--- config.mk ---
export PLATFORM = sky130hd
export DESIGN_NAME = core_run_ctrl
export DESIGN_NICKNAME = d
export VERILOG_FILES = /design/src/rtl/core_run_ctrl_pkg.sv /design/src/rtl/core_run_ctrl_loader.sv /design/src/rtl/core_run_ctrl.sv
export SDC_FILE = /design/constraint.sdc
export NUM_CORES = 1
export LEC_CHECK = 0
export ABC_AREA = 1
export CAP_MARGIN = 20
export CORE_ASPECT_RATIO = 1.75
export CORE_MARGIN = 10
export CORE_UTILIZATION = 50
export CTS_BUF_LIST = sky130_fd_sc_hd__clkbuf_4
export DETAILED_ROUTE_END_ITERATION = 8
export GPL_TIMING_DRIVEN = 1
export PLACE_DENSITY = 0.81
export SYNTH_ARGS = -nofsm -noshare
export SYNTH_HDL_FRONTEND = slang
export SYNTH_HIERARCHICAL = 1
export SYNTH_SLANG_ARGS = --single-unit
--- constraint.sdc ---
create_clock -name Clk -period 3 [get_ports Clk]
set_clock_uncertainty 0.15 [all_clocks]
set_input_delay 0.6 -clock Clk [delete_from_list [all_inputs] [get_ports Clk]]
set_output_delay 0.6 -clock Clk [all_outputs]
set_load 0.05 [all_outputs]
--- src/rtl/core_run_ctrl_pkg.sv ---
// ---------------------------------------------------------------------------
// core_run_ctrl_pkg
//
// Shared definitions for the run-control sequencer of the accumulator core.
//
// Contents:
//   runState_e  - sequencer states; the enum value is also the Status code
//                 driven to the host (IDLE=0 ... HALTED=6).
//   OPC_HALT    - opcode that stops the core.
//   OPC_W       - width of the opcode field at the top of an instruction.
//   opcodeMsb / opcodeLsb - bit positions of the opcode field inside an
//                 instruction word of a given width.
//   isHalt      - true when an opcode is the HALT opcode.
// ---------------------------------------------------------------------------
package core_run_ctrl_pkg;

    // Sequencer states. The numeric value is visible on Status, so the
    // ordering here is part of the host-facing interface.
    typedef enum logic [2:0] {
        ST_IDLE   = 3'd0,
        ST_LOAD   = 3'd1,
        ST_PRIME  = 3'd2,
        ST_PAUSE  = 3'd3,
        ST_RUN    = 3'd4,
        ST_STEP   = 3'd5,
        ST_HALTED = 3'd6
    } runState_e;

    localparam int         OPC_W    = 4;
    localparam logic [3:0] OPC_HALT = 4'b1111;

    // The opcode occupies the top OPC_W bits of an instruction word.
    function automatic int opcodeMsb(input int instrW);
        return instrW - 1;
    endfunction

    function automatic int opcodeLsb(input int instrW);
        return instrW - OPC_W;
    endfunction

    function automatic logic isHalt(input logic [3:0] opc);
        return opc == OPC_HALT;
    endfunction

endpackage

--- src/rtl/core_run_ctrl_loader.sv ---
// ---------------------------------------------------------------------------
// imem_loader
//
// Program-load datapath of the run-control sequencer. Accepts program words
// from the host over a valid/ready stream and turns each accepted word into a
// registered instruction-memory write one cycle later.
//
// Ports:
//   Clk, reset   - clock and asynchronous active-high reset.
//   loadEn       - from the FSM: the block may accept words (drives LdReady).
//   addrClear    - from the FSM: the next accepted word starts a new program
//                  at address 0 and clears LoadErr.
//   LdValid      - host word valid.
//   LdData       - host program word.
//   LdLast       - host marks the final word of the program.
//   LdReady      - handshake ready back to the host.
//   wordAccept   - a word is accepted on the coming edge.
//   loadDone     - the word accepted on the coming edge ends the program,
//                  either through LdLast or by filling the last address.
//   ImemWe       - registered instruction-memory write strobe.
//   ImemAddr     - registered write address.
//   ImemWdata    - registered write data.
//   LoadErr      - sticky flag: the program did not fit in the memory.
// ---------------------------------------------------------------------------
module imem_loader
    import core_run_ctrl_pkg::*;
#(
    parameter int IMEM_AW = 8,
    parameter int INSTR_W = 8
) (
    input  logic               Clk,
    input  logic               reset,
    input  logic               loadEn,
    input  logic               addrClear,
    input  logic               LdValid,
    input  logic [INSTR_W-1:0] LdData,
    input  logic               LdLast,
    output logic               LdReady,
    output logic               wordAccept,
    output logic               loadDone,
    output logic               ImemWe,
    output logic [IMEM_AW-1:0] ImemAddr,
    output logic [INSTR_W-1:0] ImemWdata,
    output logic               LoadErr
);

    localparam logic [IMEM_AW-1:0] LAST_ADDR = '1;

    logic [IMEM_AW-1:0] nextAddr;
    logic [IMEM_AW-1:0] writeAddr;
    logic               overflow;

    // Handshake and address selection. A fresh program always lands at
    // address 0; otherwise words follow on from the previous one. A word
    // written to the last address without LdLast means the program was
    // truncated, which ends the load and raises the overflow flag.
    assign LdReady    = loadEn;
    assign wordAccept = LdValid && loadEn;
    assign writeAddr  = addrClear ? '0 : nextAddr;
    assign overflow   = wordAccept && (writeAddr == LAST_ADDR) && !LdLast;
    assign loadDone   = wordAccept && (LdLast || (writeAddr == LAST_ADDR));

    // Address counter: remembers where the next word of the current program
    // goes.
    always_ff @(posedge Clk or posedge reset) begin
        if (reset) begin
            nextAddr <= '0;
        end else if (wordAccept) begin
            nextAddr <= writeAddr + 1'b1;
        end
    end

    // Registered write port: each accepted word appears on the memory
    // interface during the following cycle, so back-to-back accepts give one
    // write per cycle. Address and data hold their last value between writes.
    always_ff @(posedge Clk or posedge reset) begin
        if (reset) begin
            ImemWe    <= 1'b0;
            ImemAddr  <= '0;
            ImemWdata <= '0;
        end else begin
            ImemWe <= wordAccept;
            if (wordAccept) begin
                ImemAddr  <= writeAddr;
                ImemWdata <= LdData;
            end
        end
    end

    // Sticky load-overflow flag: the first word of a new program clears it
    // (unless that very word already overflows), and any truncating word
    // sets it.
    always_ff @(posedge Clk or posedge reset) begin
        if (reset) begin
            LoadErr <= 1'b0;
        end else if (wordAccept && addrClear) begin
            LoadErr <= overflow;
        end else if (overflow) begin
            LoadErr <= 1'b1;
        end
    end

endmodule

--- src/rtl/core_run_ctrl.sv ---
// ---------------------------------------------------------------------------
// core_run_ctrl
//
// Run-control sequencer for the accumulator core. Loads a program into the
// instruction memory, keeps the core in reset until a program is resident,
// then gates core execution with run / single-step / pause / stop commands,
// detects HALT and counts core-enabled cycles.
//
// Optional feature: define CORE_RUN_CTRL_WATCHDOG_EN to compile in a
// watchdog that forces HALTED once CycleCount reaches WDOG_LIMIT in RUN and
// raises the sticky WdogTrip flag. Without it WdogTrip is constant 0 and RUN
// is unbounded.
//
// Parameters:
//   IMEM_AW     - instruction-memory address width (depth 2^IMEM_AW).
//   INSTR_W     - instruction width; the opcode is the top four bits.
//   CYC_W       - cycle-counter width.
//   WDOG_LIMIT  - watchdog trip count (watchdog build only).
//
// Ports:
//   Clk, reset           - clock and asynchronous active-high reset.
//   LdValid/LdData/LdLast/LdReady - program-word stream from the host.
//   ImemWe/ImemAddr/ImemWdata     - instruction-memory write port.
//   Run, Step, Stop      - host command pulses (Stop > Run > Step).
//   Opcode               - opcode of the core's current instruction.
//   CoreEn               - core may update IR/PC/Reg/Acc this cycle.
//   CoreRst              - holds the core in reset.
//   Done                 - core has halted.
//   LoadErr              - sticky: last program overflowed the memory.
//   WdogTrip             - sticky: watchdog stopped the core.
//   Status               - current state code (see runState_e).
//   CycleCount           - core-enabled cycles since the last PRIME,
//                          saturating at all-ones.
// ---------------------------------------------------------------------------
module core_run_ctrl
    import core_run_ctrl_pkg::*;
#(
    parameter int               IMEM_AW    = 8,
    parameter int               INSTR_W    = 8,
    parameter int               CYC_W      = 16,
    parameter logic [CYC_W-1:0] WDOG_LIMIT = CYC_W'(16'hFFF0)
) (
    input  logic               Clk,
    input  logic               reset,
    input  logic               LdValid,
    input  logic [INSTR_W-1:0] LdData,
    input  logic               LdLast,
    output logic               LdReady,
    output logic               ImemWe,
    output logic [IMEM_AW-1:0] ImemAddr,
    output logic [INSTR_W-1:0] ImemWdata,
    input  logic               Run,
    input  logic               Step,
    input  logic               Stop,
    input  logic [3:0]         Opcode,
    output logic               CoreEn,
    output logic               CoreRst,
    output logic               Done,
    output logic               LoadErr,
    output logic               WdogTrip,
    output logic [2:0]         Status,
    output logic [CYC_W-1:0]   CycleCount
);

    runState_e state;
    runState_e nextState;

    logic loadEn;
    logic addrClear;
    logic wordAccept;
    logic loadDone;
    logic wdogHit;

    // Program loader: handshake, address counter, overflow flag and the
    // registered memory write port.
    imem_loader #(
        .IMEM_AW (IMEM_AW),
        .INSTR_W (INSTR_W)
    ) loader (
        .Clk        (Clk),
        .reset      (reset),
        .loadEn     (loadEn),
        .addrClear  (addrClear),
        .LdValid    (LdValid),
        .LdData     (LdData),
        .LdLast     (LdLast),
        .LdReady    (LdReady),
        .wordAccept (wordAccept),
        .loadDone   (loadDone),
        .ImemWe     (ImemWe),
        .ImemAddr   (ImemAddr),
        .ImemWdata  (ImemWdata),
        .LoadErr    (LoadErr)
    );

`ifdef CORE_RUN_CTRL_WATCHDOG_EN
    // Watchdog: once the core has been running for WDOG_LIMIT counted
    // cycles, the next edge stops it regardless of opcode or commands.
    assign wdogHit = (state == ST_RUN) && (CycleCount == WDOG_LIMIT);

    // Sticky trip flag, cleared only when a new run is primed.
    always_ff @(posedge Clk or posedge reset) begin
        if (reset) begin
            WdogTrip <= 1'b0;
        end else if (state == ST_PRIME) begin
            WdogTrip <= 1'b0;
        end else if (wdogHit) begin
            WdogTrip <= 1'b1;
        end
    end
`else
    logic unusedWdogLimit;

    assign wdogHit         = 1'b0;
    assign WdogTrip        = 1'b0;
    assign unusedWdogLimit = ^WDOG_LIMIT;
`endif

    // State register.
    always_ff @(posedge Clk or posedge reset) begin
        if (reset) begin
            state <= ST_IDLE;
        end else begin
            state <= nextState;
        end
    end

    // Next-state logic and Moore output decode. In the states that accept
    // program words, an accepted word outranks any command: the handshake
    // already commits the word to memory, so the sequencer must follow it
    // into a load. A first word that is also the last word goes straight to
    // PRIME. In RUN, stopping because of HALT or the watchdog outranks Stop.
    always_comb begin
        nextState = state;
        loadEn    = 1'b0;
        addrClear = 1'b0;
        CoreEn    = 1'b0;
        CoreRst   = 1'b0;
        Done      = 1'b0;

        case (state)
            ST_IDLE: begin
                loadEn    = 1'b1;
                addrClear = 1'b1;
                CoreRst   = 1'b1;
                if (wordAccept) begin
                    nextState = loadDone ? ST_PRIME : ST_LOAD;
                end else if (Run) begin
                    nextState = ST_PRIME;
                end
            end

            ST_LOAD: begin
                loadEn  = 1'b1;
                CoreRst = 1'b1;
                if (loadDone) begin
                    nextState = ST_PRIME;
                end
            end

            ST_PRIME: begin
                CoreRst   = 1'b1;
                nextState = ST_PAUSE;
            end

            ST_PAUSE: begin
                if (Stop) begin
                    nextState = ST_IDLE;
                end else if (Run) begin
                    nextState = ST_RUN;
                end else if (Step) begin
                    nextState = ST_STEP;
                end
            end

            ST_RUN: begin
                CoreEn = 1'b1;
                if (wdogHit || isHalt(Opcode)) begin
                    nextState = ST_HALTED;
                end else if (Stop) begin
                    nextState = ST_PAUSE;
                end
            end

            ST_STEP: begin
                CoreEn    = 1'b1;
                nextState = isHalt(Opcode) ? ST_HALTED : ST_PAUSE;
            end

            ST_HALTED: begin
                loadEn    = 1'b1;
                addrClear = 1'b1;
                Done      = 1'b1;
                if (wordAccept) begin
                    nextState = loadDone ? ST_PRIME : ST_LOAD;
                end else if (Stop) begin
                    nextState = ST_IDLE;
                end else if (Run) begin
                    nextState = ST_PRIME;
                end
            end

            default: begin
                nextState = ST_IDLE;
                CoreRst   = 1'b1;
            end
        endcase
    end

    assign Status = state;

    // Cycle counter: cleared while priming, then counts every edge on which
    // the core was enabled, saturating at all-ones. The watchdog edge is not
    // counted, so a tripped run reports exactly WDOG_LIMIT cycles.
    always_ff @(posedge Clk or posedge reset) begin
        if (reset) begin
            CycleCount <= '0;
        end else if (state == ST_PRIME) begin
            CycleCount <= '0;
        end else if (CoreEn && !wdogHit && (CycleCount != '1)) begin
            CycleCount <= CycleCount + 1'b1;
        end
    end

endmodule
==> impl_metrics.py, run 1 <==
metrics = {
    "status": {
        "status": "completed",
    },
    "final_layout": {
        "antenna_cells": 0,
        "nFillCells": 448,
        "fin_util_pct": 64.9,
        "stdcell_count": 453,
        "multi_input_area_sq_mm": 0.00122,
        "nNetsFinal": 419,
        "post-route-cell-area_sq_mm": 0.00320,
        "syn2layout_area_growth_pct": 27.4,
        "seq_area_sq_mm": 0.00113,
        "drive_gt1_share_pct": 8.77,
    },
    "flow_run": {
        "maxCapViolCount": 0,
    },
    "timing": {
        "hold_viol": 0,
        "fin_ws_ps": 238,
        "max_freq_mhz": 362,
        "timing.hold.ws_ps": 348,
        "tns_ps": 0,
        "rsz0062_at_grt": "no",
        "drv_slew": 0,
        "tightest_slew_ps": 775,
        "relSlewSlack_pct": 48.3,
        "fin_crit_ps": 2760,
        "finalSetupViolCount": 0,
        "fin_crit_sh_pct": 92.1,
    },
    "global_routing": {
        "grt_pass1_vias": 2423,
        "grt_antenna_before_repair": 0,
        "grt_max_degree": 27,
        "track_usage_pct": 16.0,
        "grt_pass1_wl_microns": 11000,
        "grt-ovfl-total": 0,
    },
    "floorplan": {
        "die_h_microns": 114,
        "fp.dieW_microns": 73.6,
        "ioPinCount": 61,
        "core_area_sq_mm": 0.00493,
        "rows": 34,
        "die_area_sq_mm": 0.00838,
        "initial_core_util_pct": 51.0,
    },
    "logic_synthesis": {
        "synthTopCellsByArea": "dfrtp_1 45%, nand2_1 20%, nor2_1 4.6%",
        "seq_area_frac_synth_pct": 44.8,
        "ys.flop_type": "dfrtp_1",
        "synth_cell_types": 32,
        "syn_nets": 358,
        "syn_inst": 337,
        "synth_top_cell_area_share_pct": 44.8,
        "synth_top_area_cell": "dfrtp_1",
        "yosys-top-cells-count": "133 x nand2_1, 45 x dfrtp_1, 31 x nor2_1",
        "synth-edff-count": 0,
        "synth_area_sq_mm": 0.00251,
        "ys_async_sr_fraction_pct": 100,
        "avgSynthCellArea_sq_um": 7.46,
        "yosysMostFrequentCell": "nand2_1",
        "yosysWarnings": 6,
        "synth-seq-cells": 45,
    },
    "critical_path": {
        "path_class": "flip-flop to primary output",
        "endpoint_kind": "primary output",
        "crit-reg2reg-launch": "Status[0]$_DFFE_PP0P_",
        "crit_path_start_kind": "flip-flop",
        "critPathLaunch": "Status[1]$_DFFE_PP0P_",
        "worst-r2r-cell-count": 14,
        "arrival_ps": 2010,
        "critical_path_peak_fanout": 8,
        "critPathRequiredTime_ps": 2250,
    },
    "clocking": {
        "clk_latency_ps": 370,
        "clockBufferDepth": 2,
        "h-tree-depth": 2,
        "cts_resized": 0,
        "cts.sinks": 45,
        "tritoncts": "built",
        "clk_pin_slew_worst_paths_ps": 150,
        "root_buffer": "clkbuf_4",
        "post_cts_buffers": 0,
        "cts_buffers": 5,
        "ctsHoldBuffers": 0,
    },
    "drt": {
        "viasPerCell": 5.35,
        "routed-via-count": 2423,
        "drc": 0,
        "ant_nets": 0,
        "wirelength_microns": 6630,
        "avgRoutedWirePerCell_microns": 14.6,
        "drt_iter0_drc": 180,
        "drt_pass1_iterations": 4,
    },
    "worst_hold_path": {
        "hold_path_class": "flip-flop to flip-flop",
        "hold_depth": 2,
        "hp-start": "loader/ImemWdata[4]$_DFFE_PP0N_",
    },
    "power": {
        "leakagePower_nw": 1.52,
        "finalPower_mw": 2.69,
        "peakVddDrop_v": 0.000705,
        "p_per_area_mw_per_mm2": 841,
    },
    "place": {
        "gp_congestion": 0.922,
        "hpwl_microns": 5190,
        "post-place-ws_ps": 518,
        "port_buffers": 59,
        "place_inst": 445,
        "place_area_sq_mm": 0.00314,
    },
}
## flip-flops by register name, summed over array words and instances, names as in the netlist
name	cells
Status	3
loader/nextAddr	8
loader/ImemWe	1
loader/ImemWdata	8
loader/LoadErr	1
loader/ImemAddr	8
CycleCount	16
## layout make-up
cell class,count,share of cell area [%]
repair buffers,62,19.1
inverters,31,3.79
well taps,54,2.11
multi-input cells,253,38.0
clock buffers,5,1.17
clock inverters,3,0.664
flip-flops and latches,45,35.2
## report_power, final
group | internal, mW | switching [mW]
clock network | 0.0931 | 0.212
registers | 0.740 | 0.104
logic | 0.451 | 1.09
## cell families (layout without fill, tap and decap cells)
group           after synthesis  in the layout  synth area share, %
compound gates               22             22                 5.07
xor+xnor                      7              7                 2.44
fa+ha+maj                     2              2                0.995
buf+inv                      39            101                 6.77
flops                        45             45                 44.8
other cells                   1              1                0.149
simple gates                221            221                 39.8
## worst max-delay path: stages (launching register included)
cell,delay [ps]
dfrtp_1,500
nor2_2,120
inv_2,100
nand3_1,70
inv_1,70
clkdlybuf4s50_1,800
## metal layers
| metal | vias to the layer above | part of all wire, % | GRT usage, % |
|---|---|---|---|
| met1 | 1119 | 38 | 16.9 |
| met3 | 18 | 7.0 | 4.17 |
| met4 | 0 | 2.8 | 6.24 |
| li1 | 1202 | - | - |
| met2 | 84 | 52 | 28.8 |
| met5 | - | 0 | 0 |
## worst paths after layout
check,endpoint,slack [ps]
max,CoreRst,240
min,loader/ImemWdata[4]$_DFFE_PP0N_,350
max reg2reg,Status[0]$_DFFE_PP0P_,460
min reg2reg,loader/ImemWdata[4]$_DFFE_PP0N_,350
max in group asynchronous,Status[1]$_DFFE_PP0P_,1680
min in group asynchronous,loader/ImemWe$_DFF_PP0_,440
## cells in the final DEF, fill, tap and decap left out
master / synthesis / final
nand2_1: 133 / 133
clkdlybuf4s50_1: 0 / 58
dfrtp_1: 45 / 45
nor2_1: 31 / 31
inv_1: 24 / 24
nand3_1: 17 / 17
nand4_1: 17 / 17
o21ai_0: 7 / 7
xor2_1: 6 / 6
inv_2: 5 / 5
nor3_1: 5 / 5
clkbuf_4: 0 / 5
nor2_4: 4 / 4
nand2_2: 4 / 4
a21oi_1: 4 / 4
o21bai_1: 4 / 4
o21ai_1: 4 / 4
buf_4: 2 / 4
nor2_2: 3 / 3
nand3_2: 3 / 3
ha_1: 2 / 2
o31ai_1: 2 / 2
clkinv_1: 1 / 1
nor2_8: 1 / 1
or2_2: 1 / 1
conb_1: 1 / 1
clkinvlp_4: 0 / 1
inv_6: 0 / 1
clkinv_2: 0 / 1
clkinv_4: 1 / 1
o21a_1: 1 / 1
xnor2_1: 1 / 1
nor3_4: 1 / 1
nand3b_1: 1 / 1
Power figures use the tool's default switching activity.
==> inputs of run 2 (changes only) <==
--- a/config.mk
+++ b/config.mk
@@ -9,11 +9,12 @@
 export CAP_MARGIN = 20
 export CORE_ASPECT_RATIO = 1.75
 export CORE_MARGIN = 10
-export CORE_UTILIZATION = 50
+export CORE_UTILIZATION = 35
 export CTS_BUF_LIST = sky130_fd_sc_hd__clkbuf_4
 export DETAILED_ROUTE_END_ITERATION = 8
 export GPL_TIMING_DRIVEN = 1
-export PLACE_DENSITY = 0.81
+export REMOVE_ABC_BUFFERS = 1
+export SLEW_MARGIN = 20
 export SYNTH_ARGS = -nofsm -noshare
 export SYNTH_HDL_FRONTEND = slang
 export SYNTH_HIERARCHICAL = 1
==> run 2 against run 1 <==
  * Flip-flop and latch count did not move
  * Maximum frequency fell by 0.90%
  * Worst setup slack got worse by 25 ps
  * Via count fell by 1.2%
  * Routed wire length rose by 7.5%
  * Critical path depth rose by 1
  * Critical path type unchanged
  * Largest power group unchanged
  * Highest routed layer unchanged
==> impl_metrics.py, run 2 (synthesis results as in run 1) <==
metrics = {
    "status": {
        "status": "completed",
    },
    "drt": {
        "avgRoutedWirePerCell_microns": 14.7,
        "viasPerCell": 4.96,
        "routed-via-count": 2394,
        "drt_iter0_drc": 104,
        "wirelength_microns": 7120,
        "drc": 0,
        "ant_nets": 0,
        "drt_pass1_iterations": 5,
    },
    "critical_path": {
        "worst-r2r-cell-count": 14,
        "critical_path.max_stage_delay_ps": 800,
        "rrSetupSlack_ps": 430,
        "worst-path-buf-inv": 4,
        "critical_path_peak_fanout": 5,
        "critPathSlowestCell": "clkdlybuf4s50_1",
        "cpLargestDelayFamily": "buffers and inverters",
        "crit_path_start_kind": "flip-flop",
        "critPathRequiredTime_ps": 2250,
        "crit_top_cell": "inv_2",
        "arrival_ps": 2040,
        "crit-reg2reg-capture": "Status[0]$_DFFE_PP0P_",
        "path_class": "flip-flop to primary output",
        "endpoint_kind": "primary output",
        "crit-reg2reg-launch": "Status[0]$_DFFE_PP0P_",
        "path_cells": "inv_2, nor2_2, inv_2, nand3_1, inv_1, clkdlybuf4s50_1",
    },
    "timing": {
        "timing.hold.ws_ps": 350,
        "max_freq_mhz": 359,
        "fin_ws_ps": 213,
        "rsz0062_at_grt": "no",
        "fin_crit_ps": 2790,
        "tightest_slew_ps": 814,
        "fin_crit_sh_pct": 92.9,
        "finalSetupViolCount": 0,
        "tns_ps": 0,
        "hold_viol": 0,
        "relSlewSlack_pct": 45.7,
        "drv_slew": 0,
    },
    "global_routing": {
        "grt-ovfl-total": 0,
        "grt_pass1_vias": 2439,
        "grt_max_degree": 27,
        "track_usage_pct": 13.1,
        "grt_antenna_before_repair": 0,
        "grt_pass1_wl_microns": 12000,
    },
    "worst_hold_path": {
        "hold_end": "loader/ImemWdata[6]$_DFFE_PP0N_",
        "hold_depth": 2,
        "hp-start": "loader/ImemWdata[6]$_DFFE_PP0N_",
        "hold_path_class": "flip-flop to flip-flop",
    },
    "final_layout": {
        "syn2layout_area_growth_pct": 29.9,
        "largest_reg_flops": 16,
        "fin_util_pct": 46.9,
        "nFillCells": 722,
        "post-route-cell-area_sq_mm": 0.00327,
        "nNetsFinal": 419,
        "layout_commonest_cell": "nand2_1",
        "drive_gt1_share_pct": 8.77,
        "regMostFlops": "CycleCount",
        "stdcell_count": 483,
        "antenna_cells": 0,
        "layout_common_cells": "133 x nand2_1, 58 x clkdlybuf4s50_1, 45 x dfrtp_1",
    },
    "floorplan": {
        "ioPinCount": 61,
        "die_area_sq_mm": 0.0111,
        "die_h_microns": 132,
        "rows": 40,
        "core_area_sq_mm": 0.00696,
        "fp.dieW_microns": 84.1,
        "initial_core_util_pct": 36.2,
    },
    "clocking": {
        "clk_latency_ps": 370,
        "cts_resized": 0,
        "root_buffer": "clkbuf_4",
        "cts_buffers": 5,
        "cts.sinks": 45,
        "tritoncts": "built",
        "post_cts_buffers": 0,
        "ctsHoldBuffers": 0,
        "h-tree-depth": 2,
        "clk_pin_slew_worst_paths_ps": 150,
        "clockBufferDepth": 2,
    },
    "place": {
        "port_buffers": 59,
        "place_area_sq_mm": 0.00318,
        "post-place-ws_ps": 497,
        "gp_congestion": 0.857,
        "place_inst": 475,
        "hpwl_microns": 5550,
    },
    "power": {
        "p_switching_mw": 1.40,
        "swShare_pct": 50.4,
        "peakVddDrop_v": 0.000715,
        "leakagePower_nw": 1.53,
        "power_frac_comb_pct": 55.5,
        "seqPwrFrac_pct": 30.3,
        "p_per_area_mw_per_mm2": 851,
        "finalPower_mw": 2.78,
        "intPower_mw": 1.38,
        "p_clk_share_pct": 14.2,
    },
    "flow_run": {
        "maxCapViolCount": 0,
    },
}
==> run 2: power by group through the flow <==
| stage | clock (mW) | combinational, mW | sequential (mW) |
|---|---|---|---|
| after global routing | 0.440 | 1.67 | 0.864 |
| after detailed placement | 0 | 1.56 | 0.854 |
| after global placement | 0 | 1.55 | 0.850 |
| after CTS | 0.419 | 1.56 | 0.844 |
| after floorplan | 0 | 0.674 | 1.21 |
| final | 0.395 | 1.54 | 0.842 |
==> run 2: tightest hold or removal path, stage by stage (launching register included) <==
cell,delay (ps)
dfrtp_1,370
nand2_1,50
nand2_1,60
==> run 2: final cells by class <==
class,count,area (sq um),area share [%]
well taps,84,105,3.22
multi-input cells,253,1220,37.3
clock buffers,6,45.0,1.38
clock inverters,2,38.8,1.19
repair buffers,62,611,18.7
inverters,31,121,3.72
flip-flops and latches,45,1130,34.5
==> run 2: per-layer routing <==
layer / vias to the layer above / wire (microns) / GRT usage [%]
met5: - / 0 / 0
met3: 7 / 483 / 4.02
met2: 73 / 3690 / 23.1
met1: 1121 / 2830 / 14.1
li1: 1193 / - / -
met4: 0 / 117 / 4.49
==> run 2: how the worst max path moves through the flow <==
stage / startpoint / endpoint / slack (ps) / cells past startpoint
2_1_floorplan: Status[0]$_DFFE_PP0P_ / Status[0]$_DFFE_PP0P_ / 160 / 12
3_3_place_gp: Status[1]$_DFFE_PP0P_ / Status[0]$_DFFE_PP0P_ / 550 / 13
3_5_place_dp: Status[0]$_DFFE_PP0P_ / Status[0]$_DFFE_PP0P_ / 500 / 12
4_1_cts: Status[2]$_DFFE_PP0P_ / CoreRst / 170 / 6
5_1_grt: Status[2]$_DFFE_PP0P_ / CoreRst / 90 / 6
6_report: Status[2]$_DFFE_PP0P_ / CoreRst / 210 / 6
